File: src/rtl/quad_pkg.sv
// Shared definitions for the quadrature decoder: register offsets, bus FSM states,
// default sizes and the Gray-code position helper.
package quad_pkg;

  localparam int CNT_W_DEF      = 16;
  localparam int FILTER_LEN_DEF = 4;
  localparam int MOVE_W         = 12;

  localparam logic [1:0] OFF_POS  = 2'd0;
  localparam logic [1:0] OFF_STAT = 2'd1;
  localparam logic [1:0] OFF_CLR  = 2'd2;
  localparam logic [1:0] OFF_ERR  = 2'd3;

  localparam int ST_MOVING = 0;
  localparam int ST_DIR    = 1;
  localparam int ST_ERR    = 2;

  typedef enum logic [1:0] {
    IDLE     = 2'd0,
    LATCH    = 2'd1,
    ACK      = 2'd2,
    WAIT_REL = 2'd3
  } busState_t;

  // Position of an {A,B} pair within the CW cycle 00 -> 01 -> 11 -> 10.
  function automatic logic [1:0] grayIdx(input logic [1:0] ab);
    case (ab)
      2'b00:   return 2'd0;
      2'b01:   return 2'd1;
      2'b11:   return 2'd2;
      default: return 2'd3;
    endcase
  endfunction

endpackage

File: src/rtl/quad_decoder_if.sv
// Processor-side register bus of the quadrature decoder: 12-bit address, active-low
// strobe, ready handshake and driven read data.
interface quad_decoder_if import quad_pkg::*; #(parameter int CNT_W = CNT_W_DEF);

  logic [11:0]      add;
  logic             strobe;
  logic             ready;
  logic [CNT_W-1:0] data_out;
  logic             data_oe;

  modport master (output add, output strobe, input ready, input data_out, input data_oe);
  modport slave  (input add, input strobe, output ready, output data_out, output data_oe);

endinterface

File: src/rtl/quad_chan_sync.sv
// One encoder channel: two-flop synchroniser on negedge clk, plus a stability filter
// when QDEC_GLITCH_FILTER_EN is defined. lvlVld rises once lvl reflects the real input.
module quad_chan_sync import quad_pkg::*;
`ifdef QDEC_GLITCH_FILTER_EN
#(
  parameter int FILTER_LEN = FILTER_LEN_DEF
)
`endif
(
  input  logic clk,
  input  logic rst_n,
  input  logic raw,
  output logic lvl,
  output logic lvlVld
);

  logic s1_p0, s2_p1;
  logic vld_p0, vld_p1;

  always_ff @(negedge clk or negedge rst_n) begin
    if (!rst_n) begin
      s1_p0  <= 1'b0;
      s2_p1  <= 1'b0;
      vld_p0 <= 1'b0;
      vld_p1 <= 1'b0;
    end else begin
      s1_p0  <= raw;
      s2_p1  <= s1_p0;
      vld_p0 <= 1'b1;
      vld_p1 <= vld_p0;
    end
  end

`ifdef QDEC_GLITCH_FILTER_EN
  localparam int FC_W = $clog2(FILTER_LEN + 1);

  logic [FC_W-1:0] fltCnt;
  logic            fltLvl_p2;
  logic            fltVld_p2;

  // stage p2: first valid sample is taken as-is, later changes need FILTER_LEN agreeing samples
  always_ff @(negedge clk or negedge rst_n) begin
    if (!rst_n) begin
      fltCnt    <= '0;
      fltLvl_p2 <= 1'b0;
      fltVld_p2 <= 1'b0;
    end else if (vld_p1) begin
      if (!fltVld_p2) begin
        fltLvl_p2 <= s2_p1;
        fltVld_p2 <= 1'b1;
        fltCnt    <= '0;
      end else if (s2_p1 == fltLvl_p2) begin
        fltCnt <= '0;
      end else if (fltCnt == FC_W'(FILTER_LEN - 1)) begin
        fltLvl_p2 <= s2_p1;
        fltCnt    <= '0;
      end else begin
        fltCnt <= fltCnt + FC_W'(1);
      end
    end
  end

  assign lvl    = fltLvl_p2;
  assign lvlVld = fltVld_p2;
`else
  assign lvl    = s2_p1;
  assign lvlVld = vld_p1;
`endif

endmodule

File: src/rtl/quad_decoder.sv
// 4x quadrature decoder with position/direction/error registers on the 12-bit strobe bus.
// Optional glitch filter on both channels: define QDEC_GLITCH_FILTER_EN.
module quad_decoder import quad_pkg::*; #(
  parameter int          CNT_W     = CNT_W_DEF,
  parameter logic [11:0] BASE_ADDR = 12'h110
`ifdef QDEC_GLITCH_FILTER_EN
  , parameter int        FILTER_LEN = FILTER_LEN_DEF
`endif
) (
  input  logic           clk,
  input  logic           rst_n,
  input  logic           chA,
  input  logic           chB,
  quad_decoder_if.slave  bus,
  output logic           irq_n,
  output logic           dir_cw
);

  function automatic logic [7:0] satInc(input logic [7:0] v);
    return (v == 8'hFF) ? v : v + 8'd1;
  endfunction

  logic lvlA, lvlB, vldA, vldB;

`ifdef QDEC_GLITCH_FILTER_EN
  quad_chan_sync #(.FILTER_LEN(FILTER_LEN)) uSyncA (.clk(clk), .rst_n(rst_n), .raw(chA), .lvl(lvlA), .lvlVld(vldA));
  quad_chan_sync #(.FILTER_LEN(FILTER_LEN)) uSyncB (.clk(clk), .rst_n(rst_n), .raw(chB), .lvl(lvlB), .lvlVld(vldB));
`else
  quad_chan_sync uSyncA (.clk(clk), .rst_n(rst_n), .raw(chA), .lvl(lvlA), .lvlVld(vldA));
  quad_chan_sync uSyncB (.clk(clk), .rst_n(rst_n), .raw(chB), .lvl(lvlB), .lvlVld(vldB));
`endif

  logic [1:0]       curAb, prevAb, delta;
  logic             primed, sampleVld, stepCw, stepCcw, illegal;
  logic [CNT_W-1:0] pos, rdData;
  logic [7:0]       errCnt;
  logic             errFlag, moving;
  logic [MOVE_W-1:0] movCnt;
  busState_t        state;
  logic [1:0]       offQ;
  logic [11:0]      addOff;
  logic             inRange, clrPos, errClr;

  assign curAb     = {lvlA, lvlB};
  assign sampleVld = vldA & vldB;
  assign delta     = grayIdx(curAb) - grayIdx(prevAb);
  assign stepCw    = primed & sampleVld & (delta == 2'd1);
  assign stepCcw   = primed & sampleVld & (delta == 2'd3);
  assign illegal   = primed & sampleVld & (delta == 2'd2);

  assign clrPos = (state == LATCH) && (offQ == OFF_CLR);
  assign errClr = (state == LATCH) && (offQ == OFF_ERR);

  // decode stage: the first valid sample only primes prevAb so a resting encoder never counts
  always_ff @(negedge clk or negedge rst_n) begin
    if (!rst_n) begin
      prevAb  <= 2'b00;
      primed  <= 1'b0;
      pos     <= '0;
      dir_cw  <= 1'b0;
      irq_n   <= 1'b1;
      errCnt  <= 8'd0;
      errFlag <= 1'b0;
      movCnt  <= '0;
      moving  <= 1'b0;
    end else begin
      irq_n <= ~(stepCw | stepCcw);
      if (sampleVld) begin
        prevAb <= curAb;
        primed <= 1'b1;
      end
      if (clrPos)       pos <= '0;
      else if (stepCw)  pos <= pos + CNT_W'(1);
      else if (stepCcw) pos <= pos - CNT_W'(1);
      if (stepCw | stepCcw) dir_cw <= stepCw;
      if (errClr) begin
        errCnt  <= illegal ? 8'd1 : 8'd0;
        errFlag <= illegal;
      end else if (illegal) begin
        errCnt  <= satInc(errCnt);
        errFlag <= 1'b1;
      end
      if (stepCw | stepCcw) begin
        movCnt <= '0;
        moving <= 1'b1;
      end else if (moving) begin
        if (&movCnt) moving <= 1'b0;
        movCnt <= movCnt + MOVE_W'(1);
      end
    end
  end

  always_comb begin
    rdData = '0;
    case (offQ)
      OFF_POS: rdData = pos;
      OFF_STAT: begin
        rdData[ST_MOVING] = moving;
        rdData[ST_DIR]    = dir_cw;
        rdData[ST_ERR]    = errFlag;
      end
      OFF_ERR: rdData[7:0] = errCnt;
      default: ;
    endcase
  end

  assign addOff  = bus.add - BASE_ADDR;
  assign inRange = addOff < 12'd4;

  always_ff @(negedge clk or negedge rst_n) begin
    if (!rst_n) begin
      state        <= IDLE;
      offQ         <= 2'd0;
      bus.ready    <= 1'b1;
      bus.data_out <= '0;
      bus.data_oe  <= 1'b0;
    end else begin
      case (state)
        IDLE: if (!bus.strobe && inRange) begin
          offQ      <= addOff[1:0];
          bus.ready <= 1'b0;
          state     <= LATCH;
        end
        LATCH: begin
          bus.data_out <= rdData;
          bus.data_oe  <= (offQ != OFF_CLR);
          bus.ready    <= 1'b1;
          state        <= ACK;
        end
        ACK: state <= WAIT_REL;
        WAIT_REL: if (bus.strobe) begin
          bus.data_oe <= 1'b0;
          state       <= IDLE;
        end
        default: state <= IDLE;
      endcase
    end
  end

endmodule

File: src/flat_wrapper.sv
// flat-port wrapper written by rule: the top's interface ports become plain ports
module quad_decoder_flat import quad_pkg::*;
#(
  parameter int          CNT_W     = CNT_W_DEF,
  parameter logic [11:0] BASE_ADDR = 12'h110

)
  (clk, rst_n, chA, chB, irq_n, dir_cw, bus_add, bus_strobe, bus_ready, bus_data_out, bus_data_oe);
  quad_decoder_if #(.CNT_W(CNT_W)) bus_i ();
  input  logic clk;
  input  logic rst_n;
  input  logic chA;
  input  logic chB;
  output logic irq_n;
  output logic dir_cw;
  input wire logic [$bits(bus_i.add)-1:0] bus_add;
  input wire logic [$bits(bus_i.strobe)-1:0] bus_strobe;
  output wire logic [$bits(bus_i.ready)-1:0] bus_ready;
  output wire logic [$bits(bus_i.data_out)-1:0] bus_data_out;
  output wire logic [$bits(bus_i.data_oe)-1:0] bus_data_oe;
  assign bus_i.add = bus_add;
  assign bus_i.strobe = bus_strobe;
  assign bus_ready = bus_i.ready;
  assign bus_data_out = bus_i.data_out;
  assign bus_data_oe = bus_i.data_oe;
  quad_decoder #(.CNT_W(CNT_W), .BASE_ADDR(BASE_ADDR)) u_core (.clk(clk), .rst_n(rst_n), .chA(chA), .chB(chB), .bus(bus_i), .irq_n(irq_n), .dir_cw(dir_cw));
endmodule
File: config.mk
export PLATFORM = sky130hd
export DESIGN_NAME = quad_decoder_flat
export DESIGN_NICKNAME = d
export VERILOG_FILES = /design/src/rtl/quad_pkg.sv /design/src/rtl/quad_decoder_if.sv /design/src/rtl/quad_chan_sync.sv /design/src/rtl/quad_decoder.sv /design/src/flat_wrapper.sv
export SDC_FILE = /design/constraint.sdc
export NUM_CORES = 1
export LEC_CHECK = 0
export ABC_AREA = 1
export ABC_CLOCK_PERIOD_IN_PS = 5600
export CORE_MARGIN = 3
export CORE_UTILIZATION = 40
export CTS_BUF_LIST = sky130_fd_sc_hd__clkbuf_2 sky130_fd_sc_hd__clkbuf_4 sky130_fd_sc_hd__clkbuf_8
export DETAILED_ROUTE_END_ITERATION = 8
export DONT_BUFFER_PORTS = 1
export GPL_TIMING_DRIVEN = 0
export MAX_ROUTING_LAYER = met4
export PLACE_DENSITY_LB_ADDON = 0.25
export SLEW_MARGIN = 20
export SYNTH_ARGS = -nofsm -noshare
export SYNTH_HDL_FRONTEND = slang
export SYNTH_HIERARCHICAL = 1
export SYNTH_SLANG_ARGS = --single-unit
File: constraint.sdc
create_clock -name clk -period 5.6 [get_ports clk]
set_clock_uncertainty 0.05 [all_clocks]
set_input_delay 1.12 -clock clk [delete_from_list [all_inputs] [get_ports clk]]
set_output_delay 1.12 -clock clk [all_outputs]
set_load 0.05 [all_outputs]
==> summary.txt, run 1 <==
run status: finished clean
required time at the endpoint of the critical path: 4430 ps
leakage dissipation: 2.400 nW
share of cells above drive strength 1: 9.872%
final total negative setup slack: 0 ps
post-route standard cell area excluding fillers: 0.004676 mm2
antenna violations before repair: 0
half-perimeter wire length after detailed placement: 6.905 mm
average detailed-routed wire length per instance: 13.70 um
post-synthesis sequential element count: 73
detailed router's first-iteration violation count: 151
total chip power: 0.002260 W
average vias per placed instance: 5.018
Reg clk slew, reported paths: 60 ps
startpoint type of the worst setup path: flip-flop
drt total wl: 9.356 mm
number of buffers inserted during clock tree synthesis: 9
adder-cell share of the synthesized area: 9.524%
remaining max-slew budget at the tightest pin: 59.28%
area fraction in compound gates after synthesis: 11.25%
async set-or-reset flop fraction in the synthesized netlist: 100.0%
Area growth, synth to finish: 9.173%
placement row count: 37
largest family of logic cells by synthesized area: simple AND/OR/NAND/NOR gates
RePlAce Congestion: 0.8843
initial core utilization: 41.30%
overall track demand over capacity in global routing: 16.98%
instance area at placement: 0.004453 mm2
residual antenna-violating net count after detailed routing: 0
worst supply voltage drop on vdd: 0.2503 mV
clock insertion delay at the later pin of the skew report: 330 ps
Mean Syn Cell Area: 8.081 um2
number of setup violations in the final report: 0
Layout Nets: 591
parity-gate share of the synthesized area counting xor and xnor cells: 1.022%
number of clock sinks: 73
total congestion overflow after global routing: 0
instance count of the mapped netlist: 530
RSZ-0062 raised after global routing: false
Worst Max-Slew Pin Slew: 610.9 ps
cell at the root of the clock tree: sky130_fd_sc_hd__clkbuf_8
diode insertion count for antenna repair: 0
hold_buf cts: 0
number of H-tree levels: 3
endpoints failing hold: 0
Pins Over Slew Limit: 0
net count of the mapped netlist: 579
total power per unit cell area: 483.3 mW/mm2
area share of and/or/nand/nor cells after synthesis: 28.07%
Layout fillers: 1062
multiplexer fraction of the synthesized cell area: 0.2629%
unique cell type count in the Yosys netlist: 46
number of synthesized flops with an enable pin: 0
Setup CP Type: reg -> out
maximum number of pins on one net before global-route repair: 74
Yosys Warn Count: 6
worst path arrival time: 3880 ps
prevailing post-synth register cell: sky130_fd_sc_hd__dfrtn_1
DRT Pass-1 Iters: 4
type of destination of the critical path: output port
pre-CTS WS: 525.9 ps
vias after detailed routing: 3427
area of the core: 0.01037 mm2
die area: 0.01198 mm2
global-route wire length before repair: 15.54 mm
max capacitance violation total: 0
worst setup margin: 553.0 ps
clock tree buffer depth: 2
TritonCTS clock tree: yes
peak fanout along the critical path: 3
Port-buffer cells: 0
# IOs: 37
die boundary height: 109.5 um
post-route DRC violation count: 0
worst hold-check path type: reg -> reg
sequential share of the synthesized area: 42.71%
number of global-route vias before repair: 3211
number of gates resized after CTS: 0
netlist area before placement: 0.004283 mm2
Post CTS Setup Buffer Count: 0
Chip Width: 109.5 um
## cell usage in the layout, fill, tap and decap left out, types with 2 or more instances in the layout
cell,instances
sky130_fd_sc_hd__o21ai_1,15
sky130_fd_sc_hd__nor2_4,2
sky130_fd_sc_hd__nand4_1,6
sky130_fd_sc_hd__dfstp_2,2
sky130_fd_sc_hd__o21bai_1,2
sky130_fd_sc_hd__nand3_2,4
sky130_fd_sc_hd__nand3_4,2
sky130_fd_sc_hd__a21oi_1,30
sky130_fd_sc_hd__buf_2,3
sky130_fd_sc_hd__or2_2,4
sky130_fd_sc_hd__nand2_4,2
sky130_fd_sc_hd__inv_2,4
sky130_fd_sc_hd__bufinv_16,2
sky130_fd_sc_hd__nand3b_1,3
sky130_fd_sc_hd__nor2_2,4
sky130_fd_sc_hd__inv_1,66
sky130_fd_sc_hd__nand3_1,40
sky130_fd_sc_hd__o22ai_1,7
sky130_fd_sc_hd__nor2_8,2
sky130_fd_sc_hd__ha_1,31
sky130_fd_sc_hd__clkinv_4,2
sky130_fd_sc_hd__conb_1,2
sky130_fd_sc_hd__nand2_2,3
sky130_fd_sc_hd__nor4_1,2
sky130_fd_sc_hd__nand2_1,139
sky130_fd_sc_hd__nor2_1,27
sky130_fd_sc_hd__xnor2_1,3
sky130_fd_sc_hd__dfrtn_1,71
sky130_fd_sc_hd__clkinv_2,2
sky130_fd_sc_hd__o21ai_0,29
sky130_fd_sc_hd__xor2_1,2
sky130_fd_sc_hd__nor3_1,7
sky130_fd_sc_hd__clkbuf_8,9
## metrics by stage
stage	cells	util [%]	hold slack [ps]
floorplan	530	-	241.7
global placement	666	42.94	243.7
detailed placement	666	42.94	249.9
CTS	683	45.09	252.4
global route	683	45.09	254.4
finish	683	45.09	243.1
## sequential cells by signal (all words and copies together), names as in the netlist, 2 cells and up
register and count:
u_core/bus.data_out 16, u_core/pos 16, u_core/movCnt 12, u_core/errCnt 8, u_core/offQ 2, u_core/prevAb 2, u_core/state 2
## layer usage
layer	global-route usage (%)	vias to the layer above	share of wire [%]
li1	-	1750	-
met1	23.10	1607	50
met2	25.33	56	44
met3	3.288	14	3.8
met4	6.055	0	1.6
met5	-	-	0
## where the power goes
group | internal (W) | switching, W
combinational | 0.000364 | 0.000643
clock | 0.000253 | 0.000211
sequential | 0.000645 | 0.000144
## path summary, 6_finish.rpt
check	to	from	cells after the start	slack, ps
min in group asynchronous	u_core/pos[6]	rst_n	0	3120
hold / removal	u_core/uSyncA/lvl	u_core/uSyncA/s1_p0	0	240
hold reg to reg	u_core/uSyncA/lvl	u_core/uSyncA/s1_p0	0	240
setup / recovery	dir_cw	u_core/dir_cw	0	550
max in group asynchronous	u_core/bus.ready	rst_n	0	2110
setup reg to reg	u_core/pos[14]	u_core/prevAb[0]	13	2130
## kinds of logic after synthesis
family                     count (synthesis)
other                                      2
AOI/OAI and AO/OA                         89
buffers and inverters                     76
and+or+nand+nor                          252
xor gates and xnor gates                   5
adders and majority gates                 32
muxes                                      1
DFF                                       73
## cell usage after synthesis, drive strengths merged, types with 2 or more instances
master  instances  share of area [%]
or2             5               0.73
dfstp           2                1.2
o21ai          44                5.1
buf             4               0.61
nand3          46                6.4
nand4           6               0.88
o21bai          2               0.35
inv            70                6.2
nor3            8                1.2
xor2            2               0.41
nor4            2               0.29
nor2           35                4.4
nand2         144                 13
dfrtn          71                 41
a21oi          31                3.7
nand3b          3               0.53
ha             31                9.1
xnor2           3               0.61
conb            2               0.18
o22ai           7                1.0
## final cells by class
cell class,instances,area (um2),area share [%]
Sequential cell,73,1829,39.12
Inverter,70,265.3,5.673
Multi-Input combinational cell,381,2155,46.08
Clock buffer,9,123.9,2.649
Buffer,5,30.03,0.6422
Clock inverter,9,102.6,2.194
Tap cell,136,170.2,3.639
Note: power is estimated with default switching activity, not from simulation.
==> run 2: changes to the inputs <==
--- a/config.mk
+++ b/config.mk
@@ -18,5 +18,4 @@
 export SLEW_MARGIN = 20
 export SYNTH_ARGS = -nofsm -noshare
 export SYNTH_HDL_FRONTEND = slang
-export SYNTH_HIERARCHICAL = 1
 export SYNTH_SLANG_ARGS = --single-unit
==> run 2 against run 1 <==
Wire length shrank 4.4%. Sequential share of layout area increased by 0.18 points. Die area fell by 3.3%. Register-to-register slack lost 310 ps. Sequential cell count down 2. Clock power down 3%. Combinational power hardly changed. Count of clock-buffer cells in the layout increased by 2.
==> summary.txt, run 2 <==
worst path arrival time: 3890 ps (about the same)
sequential share of the synthesized area: 43.03% (+0.31 points)
# IOs: 37 (unchanged)
antenna violations before repair: 0 (unchanged)
initial core utilization: 41.73% (+0.43 points)
R2R depth: 15 (+2)
remaining max-slew budget at the tightest pin: 41.70% (-18 points)
run status: finished clean
drt total wl: 8.940 mm (-4.4%)
Endpoint, Worst Hold: u_core.uSyncA.lvlVld
leakage dissipation: 2.255 nW (-6.1%)
clock insertion delay at the later pin of the skew report: 340 ps (about the same)
die boundary height: 107.7 um (-1.6%)
type of destination of the critical path: output port
Port-buffer cells: 0 (unchanged)
post-synthesis sequential element count: 71 (-2.7%)
number of synthesized flops with an enable pin: 0 (unchanged)
RSZ-0062 raised after global routing: false
instance count of the mapped netlist: 519 (-2.1%)
Mean Syn Cell Area: 7.968 um2 (-1.4%)
max capacitance violation total: 0 (unchanged)
post-route DRC violation count: 0 (unchanged)
worst flop-to-flop path startpoint: u_core.uSyncB.lvl
number of setup violations in the final report: 0 (unchanged)
TritonCTS clock tree: yes
ranking of synthesized cells by area: sky130_fd_sc_hd__dfrtn_1 42%, sky130_fd_sc_hd__nand2_1 12%, sky130_fd_sc_hd__ha_1 9.4%, sky130_fd_sc_hd__inv_1 5.9%, sky130_fd_sc_hd__nand3_1 4.5%
Worst Max-Slew Pin Slew: 872.1 ps (+261.3 ps)
post-synth top area share: 41.75% (+0.27 points)
worst hold path startpoint: u_core.uSyncB.vld_p0
library cell with the highest instance count after synthesis: sky130_fd_sc_hd__nand2_1
peak fanout along the critical path: 3 (unchanged)
placement row count: 36 (-2.7%)
startpoint type of the worst setup path: flip-flop
diode insertion count for antenna repair: 0 (unchanged)
Layout Utilization: 45.68% (+0.59 points)
residual antenna-violating net count after detailed routing: 0 (unchanged)
vias after detailed routing: 3404 (-0.67%)
commonest cells in the netlist: 137 x sky130_fd_sc_hd__nand2_1, 69 x sky130_fd_sc_hd__dfrtn_1, 65 x sky130_fd_sc_hd__inv_1
detailed router's first-iteration violation count: 195 (+29%)
net count of the mapped netlist: 568 (-1.9%)
required time at the endpoint of the critical path: 4430 ps (about the same)
netlist area before placement: 0.004135 mm2 (-3.4%)
endpoints failing hold: 0 (unchanged)
Yosys Warn Count: 0 (-6)
average detailed-routed wire length per instance: 13.36 um (-2.4%)
DRT Pass-1 Iters: 5 (+1)
share of cells above drive strength 1: 7.836% (-2.0 points)
global-route wire length before repair: 15.83 mm (+1.9%)
Post CTS Setup Buffer Count: 0 (unchanged)
number of clock sinks: 71 (-2.7%)
number of buffers inserted during clock tree synthesis: 9 (unchanged)
async set-or-reset flop fraction in the synthesized netlist: 100.0% (unchanged)
Worst Hold Path Cells: 0 (unchanged)
Layout Nets: 580 (-1.9%)
half-perimeter wire length after detailed placement: 6.699 mm (-3.0%)
unique cell type count in the Yosys netlist: 45 (-2.2%)
Setup CP Type: reg -> out
Reg clk slew, reported paths: 50 ps (about the same)
most used cells in the layout excluding fill and tap cells: 137 x sky130_fd_sc_hd__nand2_1, 69 x sky130_fd_sc_hd__dfrtn_1, 66 x sky130_fd_sc_hd__inv_1
Pins Over Slew Limit: 0 (unchanged)
overall track demand over capacity in global routing: 17.78% (+0.79 points)
Chip Width: 107.7 um (-1.6%)
number of gates resized after CTS: 0 (unchanged)
prevailing post-synth register cell: sky130_fd_sc_hd__dfrtn_1
Area growth, synth to finish: 9.470%
number of global-route vias before repair: 3430 (+6.8%)
cell at the root of the clock tree: sky130_fd_sc_hd__clkbuf_8
average vias per placed instance: 5.088 (+1.4%)
die area: 0.01159 mm2 (-3.3%)
hold_buf cts: 0 (unchanged)
end of the worst register-to-register path: u_core.pos[15]
post-synthesis cell type with the largest combined area: sky130_fd_sc_hd__dfrtn_1
worst-case register-to-register setup slack: 1820 ps (-310 ps)
worst hold-check path type: reg -> reg
clock tree buffer depth: 2 (unchanged)
worst supply voltage drop on vdd: 0.2027 mV (-19%)
RePlAce Congestion: 0.9022 (+2.0%)
leading cell type in the layout, fill and taps excluded: sky130_fd_sc_hd__nand2_1
final total negative setup slack: 0 ps (unchanged)
total power per unit cell area: 493.2 mW/mm2 (+2.0%)
total congestion overflow after global routing: 0 (unchanged)
Largest regs: u_core.bus.data_out: 16 flops, u_core.pos: 16 flops, u_core.movCnt: 12 flops
area of the core: 0.009910 mm2 (-4.4%)
number of H-tree levels: 3 (unchanged)
maximum number of pins on one net before global-route repair: 72 (-2.7%)
run 2: worst max-delay path by stage:
| stage | from | endpoint | slack [ps] | cells past startpoint |
|---|---|---|---|---|
| 2_1_floorplan | bus_add[5] | u_core.state[0] | 770 | 6 |
| 3_3_place_gp | bus_add[5] | u_core.state[0] | 700 | 6 |
| 3_5_place_dp | bus_add[9] | u_core.state[0] | 660 | 6 |
| 4_1_cts | u_core.dir_cw | dir_cw | 510 | 0 |
| 5_1_grt | u_core.dir_cw | dir_cw | 490 | 0 |
| 6_report | u_core.dir_cw | dir_cw | 540 | 0 |
run 2: layer usage:
layer | share of wire, % | vias to the layer above | wire, um | global-route usage [%]
met1 | 47 | 1607 | 4165 | 21.58
met2 | 47 | 57 | 4242 | 27.75
met5 | 0 | - | 0 | -
met3 | 4.4 | 11 | 393 | 5.819
li1 | - | 1729 | - | -
met4 | 1.6 | 0 | 139 | 6.492
run 2: cells by family (layout without fill, tap and decap cells):
family	Yosys count	in the layout	synth area share, %
AO/OA/AOI/OAI	95	95	12.86
XOR/XNOR	5	5	1.059
adder cells (fa/ha/maj)	32	32	9.864
buffers and inverters	75	92	7.292
flip-flops	71	71	43.03
multiplexers	1	1	0.2723
other	1	1	0.09068
AND/OR/NAND/NOR	239	239	25.54
run 2: final cells by class:
class | count | area [um2]
Buffer | 6 | 41.29
Clock buffer | 11 | 151.4
Clock inverter | 7 | 77.57
Fill cell | 1003 | 5383
Inverter | 68 | 256.5
Multi-Input combinational cell | 373 | 2054
Sequential cell | 71 | 1779
Tap cell | 133 | 166.4
run 2: per-stage QoR:
stage               std cells  total power [W]  setup slack (ps)  instance area (um2)  hold slack, ps
finish                    669         0.002233             536.6                 4527           245.6
global route              669         0.002471             489.1                 4527           248.9
CTS                       669         0.002253             505.3                 4527           247.9
detailed placement        652         0.001792             655.7                 4302           246.9
global placement          652         0.001766             699.8                 4302           246.0
floorplan                 519         0.001556             766.0                 4135           241.7
run 2: report_power, final:
part | internal (W) | switching, W | leakage, nW
clock | 0.000253 | 0.000197 | 0.117
sequential | 0.000636 | 0.000163 | 0.900
combinational | 0.000354 | 0.000630 | 1.24
